<file path="src/rtl/cpu_dispatch.sv">
// cpu_dispatch: decode / dispatch / writeback stage in front of cpu_ula.
// Takes one instruction per handshake, reads operands from an 8-entry register file,
// pulses the ALU op code for one cycle, waits for done (bounded by TIMEOUT) and writes
// the result back. LDI, NOP and HALT finish without touching the ALU.
// Build option: define CPU_DISPATCH_RETIRE_CNT_EN to add the o_retire_count port.
module cpu_dispatch #(
    parameter int DATA_W  = 16,
    parameter int TIMEOUT = 15
) (
    input  logic              i_clk,
    input  logic              i_reset,
    input  logic              i_instr_valid,
    input  logic [15:0]       i_instr,
    output logic              o_instr_ready,
    output logic [2:0]        o_alu_op_code,
    output logic [DATA_W-1:0] o_alu_src1,
    output logic [DATA_W-1:0] o_alu_src2,
    input  logic [DATA_W-1:0] i_alu_result,
    input  logic              i_alu_done,
    output logic              o_wb_valid,
    output logic [2:0]        o_wb_addr,
    output logic [DATA_W-1:0] o_wb_data,
    input  logic [2:0]        i_dbg_addr,
    output logic [DATA_W-1:0] o_dbg_data,
    output logic              o_halted,
    output logic              o_error
`ifdef CPU_DISPATCH_RETIRE_CNT_EN
    ,
    output logic [15:0]       o_retire_count
`endif
);

    localparam logic [2:0] OP_NOP  = 3'd0;
    localparam logic [2:0] OP_ADDI = 3'd2;
    localparam logic [2:0] OP_SUBI = 3'd4;
    localparam logic [2:0] OP_LDI  = 3'd6;
    localparam logic [2:0] OP_HALT = 3'd7;
    localparam int         CNT_W   = $clog2(TIMEOUT + 1);

    typedef enum logic [2:0] {
        S_IDLE, S_DECODE, S_ISSUE, S_WAIT, S_WB, S_HALTED
    } state_t;

    state_t            r_state, w_state_nxt;
    logic [15:0]       r_instr;
    logic [DATA_W-1:0] r_rf [8];
    logic [DATA_W-1:0] r_src1, r_src2, r_result;
    logic [CNT_W-1:0]  r_cnt;
    logic              r_halted, r_error;

    logic [2:0]        w_op, w_rd, w_rs1, w_rs2;
    logic [DATA_W-1:0] w_rs1_val, w_rs2_val, w_imm7, w_imm10;
    logic              w_timeout;

    assign w_op      = r_instr[15:13];
    assign w_rd      = r_instr[12:10];
    assign w_rs1     = r_instr[9:7];
    assign w_rs2     = r_instr[6:4];
    assign w_imm7    = DATA_W'(r_instr[6:0]);
    assign w_imm10   = DATA_W'(r_instr[9:0]);
    // r0 is hardwired to zero on every read port
    assign w_rs1_val = (w_rs1 == 3'd0) ? '0 : r_rf[w_rs1];
    assign w_rs2_val = (w_rs2 == 3'd0) ? '0 : r_rf[w_rs2];
    assign w_timeout = (r_cnt == CNT_W'(TIMEOUT - 1));

    assign o_alu_src1 = r_src1;
    assign o_alu_src2 = r_src2;
    assign o_wb_addr  = w_rd;
    assign o_wb_data  = r_result;
    assign o_dbg_data = (i_dbg_addr == 3'd0) ? '0 : r_rf[i_dbg_addr];
    assign o_halted   = r_halted;
    assign o_error    = r_error;

    // State register
    always_ff @(posedge i_clk) begin
        if (i_reset) r_state <= S_IDLE;
        else         r_state <= w_state_nxt;
    end

    // Next-state logic and state-decoded outputs; op code is only nonzero in ISSUE
    always_comb begin
        w_state_nxt   = r_state;
        o_instr_ready = 1'b0;
        o_alu_op_code = OP_NOP;
        o_wb_valid    = 1'b0;
        case (r_state)
            S_IDLE: begin
                o_instr_ready = 1'b1;
                if (i_instr_valid) w_state_nxt = S_DECODE;
            end
            S_DECODE: begin
                case (w_op)
                    OP_NOP:  w_state_nxt = S_IDLE;
                    OP_LDI:  w_state_nxt = S_WB;
                    OP_HALT: w_state_nxt = S_HALTED;
                    default: w_state_nxt = S_ISSUE;
                endcase
            end
            S_ISSUE: begin
                o_alu_op_code = w_op;
                w_state_nxt   = S_WAIT;
            end
            S_WAIT: begin
                if (i_alu_done)     w_state_nxt = S_WB;
                else if (w_timeout) w_state_nxt = S_IDLE;
            end
            S_WB: begin
                o_wb_valid  = (w_rd != 3'd0);
                w_state_nxt = S_IDLE;
            end
            S_HALTED: w_state_nxt = S_HALTED;
            default:  w_state_nxt = S_IDLE;
        endcase
    end

    // Datapath: instruction latch, operand capture, timeout counter, result and rf write
    always_ff @(posedge i_clk) begin
        if (i_reset) begin
            r_instr  <= '0;
            r_src1   <= '0;
            r_src2   <= '0;
            r_result <= '0;
            r_cnt    <= '0;
            r_halted <= 1'b0;
            r_error  <= 1'b0;
            for (int i = 0; i < 8; i++) r_rf[i] <= '0;
        end else begin
            case (r_state)
                S_IDLE: begin
                    if (i_instr_valid) r_instr <= i_instr;
                end
                S_DECODE: begin
                    // operands are sampled here, so rd may alias rs1/rs2 safely
                    r_src1 <= w_rs1_val;
                    r_src2 <= (w_op == OP_ADDI || w_op == OP_SUBI) ? w_imm7 : w_rs2_val;
                    if (w_op == OP_LDI)  r_result <= w_imm10;
                    if (w_op == OP_HALT) r_halted <= 1'b1;
                end
                S_ISSUE: r_cnt <= '0;
                S_WAIT: begin
                    if (i_alu_done)     r_result <= i_alu_result;
                    else if (w_timeout) r_error  <= 1'b1;
                    else                r_cnt    <= r_cnt + CNT_W'(1);
                end
                S_WB: begin
                    if (w_rd != 3'd0) r_rf[w_rd] <= r_result;
                end
                default: ;
            endcase
        end
    end

`ifdef CPU_DISPATCH_RETIRE_CNT_EN
    logic [15:0] r_retire_cnt;
    assign o_retire_count = r_retire_cnt;

    // Retired-instruction counter: register writes and completed NOPs, wraps naturally
    always_ff @(posedge i_clk) begin
        if (i_reset)
            r_retire_cnt <= '0;
        else if (o_wb_valid || (r_state == S_DECODE && w_op == OP_NOP))
            r_retire_cnt <= r_retire_cnt + 16'd1;
    end
`endif

endmodule

</file>
<file path="config.mk">
export PLATFORM = sky130hd
export DESIGN_NAME = cpu_dispatch
export DESIGN_NICKNAME = d
export VERILOG_FILES = /design/src/rtl/cpu_dispatch.sv
export SDC_FILE = /design/constraint.sdc
export NUM_CORES = 1
export LEC_CHECK = 0
export CAP_MARGIN = 20
export CORE_UTILIZATION = 45
export CTS_CLUSTER_SIZE = 25
export DETAILED_ROUTE_END_ITERATION = 6
export PLACE_DENSITY_LB_ADDON = 0.2
export SYNTH_ARGS = -nofsm -noshare
export SYNTH_HDL_FRONTEND = slang
export SYNTH_SLANG_ARGS = --single-unit
</file>
<file path="constraint.sdc">
create_clock -name i_clk -period 2.9 [get_ports i_clk]
set_clock_uncertainty 0.05 [all_clocks]
set_input_delay 0.58 -clock i_clk [delete_from_list [all_inputs] [get_ports i_clk]]
set_output_delay 0.58 -clock i_clk [all_outputs]
set_load 0.02 [all_outputs]
</file>
After elaboration in Yosys (flattened, before gate mapping)
Memory sizes are Yosys's and may differ from the RTL's. A register that Yosys moved wholly into a read port is not among the register bits.
Index checks and enable logic that the tools add are counted.
Word-level totals
  logic and storage cells: 74
  output and inout port bits: 74
  bits in read-only memories: 0
  memories kept: 1
  bits of input ports: 39
  flip-flop bits (word level): 73
  latch bits: 0
  memory bits (writable): 128
Operators by class
  shift operators: 0
  equal/unequal tests: 16
  multiplexer cells: 31
  add/sub/neg operators: 1
  magnitude comparators: 0
  reductions and logical operators: 16
  bitwise operators: 1
  multipliers: 0
  div/mod/pow operators: 0
Memories
  r_rf: words 8, bits a word 16, rd ports 3, clocked after Yosys merged registers in 2, write ports 8, line 46  | logic [DATA_W-1:0] r_rf [8];
Operators with widths (number)
  $mux 16: 7
  $pmux 16 s2: 1
  $mux 3: 9
  $reduce_or 16->1: 1
  $eq 3x3->1 const B: 5
  $logic_not 3->1: 5
  $pmux 3 s5: 1
  $ne 2x2->1 const B: 5
  $eq 3x2->1 const B: 3
  $mux 1: 9
  $pmux 3 s3: 1
  $reduce_and 3->1: 3
  $mux 4: 2
  $pmux 4 s2: 1
  $reduce_and 2->1: 3
  $add 4x1->4 const B: 1
  $eq 4x4->1 const B: 1
  $reduce_bool 2->1: 2
  $eq 3x1->1 const B: 1
  $ne 3x3->1 const B: 1
  $reduce_bool 3->1: 1
  $logic_or 1x1->1: 1
  $not 1->1: 1

Longest topological paths before layout
  depth in word-level cells: 7
  mapped depth: 7
  gate-level depth less buffers: 6

Worst setup path before layout
Ideal clock, no wire load.
  kind: in2out
  start: in i_dbg_addr[1]
  end: out o_dbg_data[10]
  cell stages on the path: 6
  data required time: 2270 ps
  slack: 403 ps
  data arrival time: 1867 ps
  buffers on the path: 3
  path through: clkbuf_1 nor2b_1 clkbuf_1 clkbuf_1 a221oi_1 a21oi_1
On the way
  cells in the longest elaborated chain, start to end: 2
Ends and longest elaborated chain
  start, declared: line 23  | input logic [2:0] i_dbg_addr,
  $mem_v2 8x16 / $logic_not 3->1 (equally long branches)
  $mux 16 (*): line 70  | assign o_dbg_data = (i_dbg_addr == 3'd0) ? '0 : r_rf[i_dbg_addr];
  end, declared: line 24  | output logic [DATA_W-1:0] o_dbg_data,
Mark *: on every way between the ends. The rest lies on a longest branch, timed or not.

Worst setup path after layout
  start: in i_dbg_addr[1]
  end: out o_dbg_data[9]
Same word-level chain as after synthesis.

==> out/results.tsv <==
stage	metric	value	unit
die	die_h	154	microns
finish	seq_area	5430	sq um
setup_path	criticalPathCategory	input port to output port	
clocking	cts_resized	19	
yosys	synth_fa_ha_area_frac	0.00240	
global_routing	grt-ovfl-total	0	
power	power_frac_seq	0.445	
sta	setup_ws	0.116	ns
finish	fin_cells	1295	
power	p_per_area	580	nW/um^2
yosys	postSynthCellCount	851	
power	p_leak	4.57	nW
detailed_routing	viasPerCell	5.84	
power	p_int	5.78	mW
die	coreArea	22700	sq um
sta	finalHoldViolCount	0	
finish	fillers	1893	
global_routing	grt_pass1_vias	7723	
finish	layout-drive-gt1-share	0.192	
detailed_routing	routedWlPerCell	22.9	microns
place	dp_cells	1251	
setup_path	worst-r2r-cell-count	4	
setup_path	cp.required	2.27	ns
clocking	root_buffer	clkbuf_16	
sta	setup_violations	0	
die	die_x	154	microns
hold_path	worst_hold_path.endpoint	o_alu_src2[11]	
detailed_routing	wl	29600	microns
clocking	cts.sinks	207	
yosys	synth_ff_type	edfxtp_1	
clocking	cts-htree-levels	1	
yosys	ys_ff_latch	207	
yosys	synthSimpleGateAreaFrac	0.140	
yosys	synth_compound_area_frac	0.0933	
sta	finalCritPeriodShare	0.960	
power	p_clk_frac	0.439	
job	maxCapViolations	0	
yosys	ys_types	48	
detailed_routing	vias	7565	
yosys	synthMuxAreaShare	0.202	
sta	tightest_slew	0.973	ns
setup_path	end_kind	output port	
die	rows	55	
finish	multiInputGateArea	4670	sq um
detailed_routing	dr.pass1.iters	5	
clocking	tritoncts.num_buffers	24	
power	comb_power_share	0.116	
outcome	status	finished, final reports clean	
sta	slew_headroom	0.351	
yosys	postSynthAreaPerCell	12.3	sq um
die	start_util	0.459	
power	peakVddDrop	0.000501	V
yosys	synth_xor_area_frac	0.00336	
global_routing	grt_max_degree	38	
hold_path	whs_path_depth	2	
yosys	yosysTopAreaCell	edfxtp_1	
yosys	yosysTopAreaCellShare	0.369	
global_routing	grt_pass1_wl	45900	microns
place	port_buffers	112	
yosys	ys_seq_area_frac	0.520	
global_routing	antenna_found_initial	0	
clocking	clockBufferDepth	3	
die	io_pins	113	
die	die_area	23800	sq um
sta	fmaxAchievable	359	MHz
power	sw_frac_of_total	0.235	
setup_path	arrival	2.15	ns
clocking	cts_tree	done	
setup_path	rr_startpoint	r_state[0]	
setup_path	startpoint_type	input port	
sta	finalMaxSlewViolations	0	
clocking	clkTransAtPathRegs	0.06	ns
detailed_routing	final_antenna_net_count	0	
place	dp_hpwl	20400	microns
yosys	syn_area	10400	sq um
yosys	yosys_warnings	0	
finish	antenna_cells	0	
sta	period_needed	2.78	ns
global_routing	grt_use_total	0.255	
place	place_congestion	0.838	
clocking	cts_hold_buf	0	
yosys	synth-edff-count	128	
finish	syn2layout_area_growth	25.0	%
hold_path	min-delay-start	o_alu_src2[11]	
detailed_routing	route.detailed.drc	0	
sta	rsz0062_at_grt	yes	
finish	nets	1033	
setup_path	rrSetupSlack	0.54	ns
clocking	clkLatencyLatePin	0.51	ns
hold_path	worstHoldPathType	flip-flop to flip-flop	
yosys	synthArstFlopShare	0	
power	p_sw	1.77	mW
setup_path	r2r-end	o_alu_src1[11]	
setup_path	worstPathMaxFanout	11	
clocking	cts_setup_buffers	0	
yosys	synth_top_family_by_area	multiplexers	
detailed_routing	drtIter0Drc	759	
place	preCtsSetupSlack	-0.379	ns
yosys	synthTopCellsByArea	edfxtp_1, dfxtp_1, mux4_2	
through the flow:
step	setup TNS, ns	util	instance area, sq um	power [mW]	hold slack, ns
floorplan	0	-	10500	3.92	0.399
global placement	-5.32	0.535	12200	4.30	0.389
detailed placement	-5.40	0.535	12200	4.31	0.394
CTS	0	0.574	13000	7.59	0.402
global route	-0.0104	0.574	13000	7.78	0.415
finish	0	0.574	13000	7.56	0.401
sequential cells by signal (all words and copies together), names as in the netlist, named ones only:
| register | cells |
|---|---|
| o_alu_src1 | 16 |
| o_alu_src2 | 16 |
| o_error | 1 |
| o_halted | 1 |
| o_wb_data | 16 |
| r_cnt | 4 |
| r_instr | 16 |
| r_rf | 128 |
| r_state | 3 |
layout by cell type, fill, tap and decap left out, drive strengths merged, types with 2 or more instances in the layout:
cell and n:
clkinv 3, nor2b 4, a311oi 10, a31oi 4, or3b 4, mux2i 46, nor3 5, a21oi 50
xnor2 2, mux2 16, dlygate4sd2 17, nand3 3, mux4 65, nor2 34, a22oi 28, xor2 2
and2 118, nand3b 2, o21ai 20, ha 2, nand2 84, a221oi 15, buf 60, clkbuf 35
nor3b 3, inv 20, and3 2, nor4 3, bufinv 4, edfxtp 128, clkdlybuf4s50 93, o211ai 15
dfxtp 79, o31a 2, conb 16, or2 8
metal layers:
| metal | vias to the layer above | wire length, microns | global-route usage |
|---|---|---|---|
| met5 | - | 0 | 0 |
| met4 | 0 | 617 | 0.0710 |
| met3 | 40 | 2310 | 0.0457 |
| met2 | 355 | 13900 | 0.417 |
| met1 | 3725 | 12800 | 0.351 |
| li1 | 3445 | - | - |
worst max path at each step:
stage                             endpoint  cells past startpoint     startpoint
final                        o_dbg_data[9]                      7  i_dbg_addr[1]
after global routing      o_alu_op_code[1]                      4     r_state[2]
after CTS                   o_dbg_data[10]                      7  i_dbg_addr[1]
after detailed placement    o_dbg_data[10]                      7  i_dbg_addr[1]
after global placement       o_dbg_data[8]                      7  i_dbg_addr[1]
after floorplan             o_dbg_data[10]                      6  i_dbg_addr[1]
final cells by class:
cell class              instances  area share
clock buffers                  35      0.0566
clock inverters                 9      0.0116
inverters                      19     0.00547
multi-input cells             570       0.358
flip-flops and latches        207       0.416
well taps                     285      0.0274
repair buffers                170       0.124
power groups by stage:
stage | clock network, mW | registers (mW) | logic [mW]
detailed placement | 0 | 3.42 | 0.887
floorplan | 0 | 3.38 | 0.548
CTS | 3.35 | 3.36 | 0.875
global route | 3.47 | 3.38 | 0.935
global placement | 0 | 3.42 | 0.879
finish | 3.32 | 3.37 | 0.874
cell usage after synthesis, types with 2 or more instances:
cell,instances
edfxtp_1,128
and2_1,118
nand2_1,84
dfxtp_1,79
mux4_2,65
a21oi_1,50
mux2i_1,46
clkbuf_1,34
nor2_1,33
a22oi_1,28
buf_2,25
inv_1,18
mux2_2,16
a221oi_1,15
o211ai_1,15
o21ai_1,14
a311oi_1,10
buf_4,8
or2_1,7
o21ai_0,6
nor3_1,5
a31oi_1,4
nor2b_1,4
buf_1,3
nand3_1,3
or3b_1,3
and3_1,2
ha_1,2
nand3b_1,2
nor3b_1,2
nor4_4,2
o31a_1,2
xnor2_1,2
xor2_1,2
logic make-up (layout without fill, tap and decap cells):
group                    after synthesis  in the layout
buffers and inverters                 89            233
adder cells (fa/ha/maj)                2              2
flip-flops                           207            207
AND/OR/NAND/NOR                      273            273
other                                  1             16
AO/OA/AOI/OAI                        148            148
XOR/XNOR                               4              4
multiplexers                         127            127
critical path, stage by stage:
cell and delay, ns:
dlygate4sd2_1 0.30, buf_12 0.18, buf_12 0.11, mux2_2 0.32
a221oi_1 0.25, a21oi_1 0.07, dlygate4sd2_1 0.33
No activity file was read; power rests on OpenSTA's default activity.
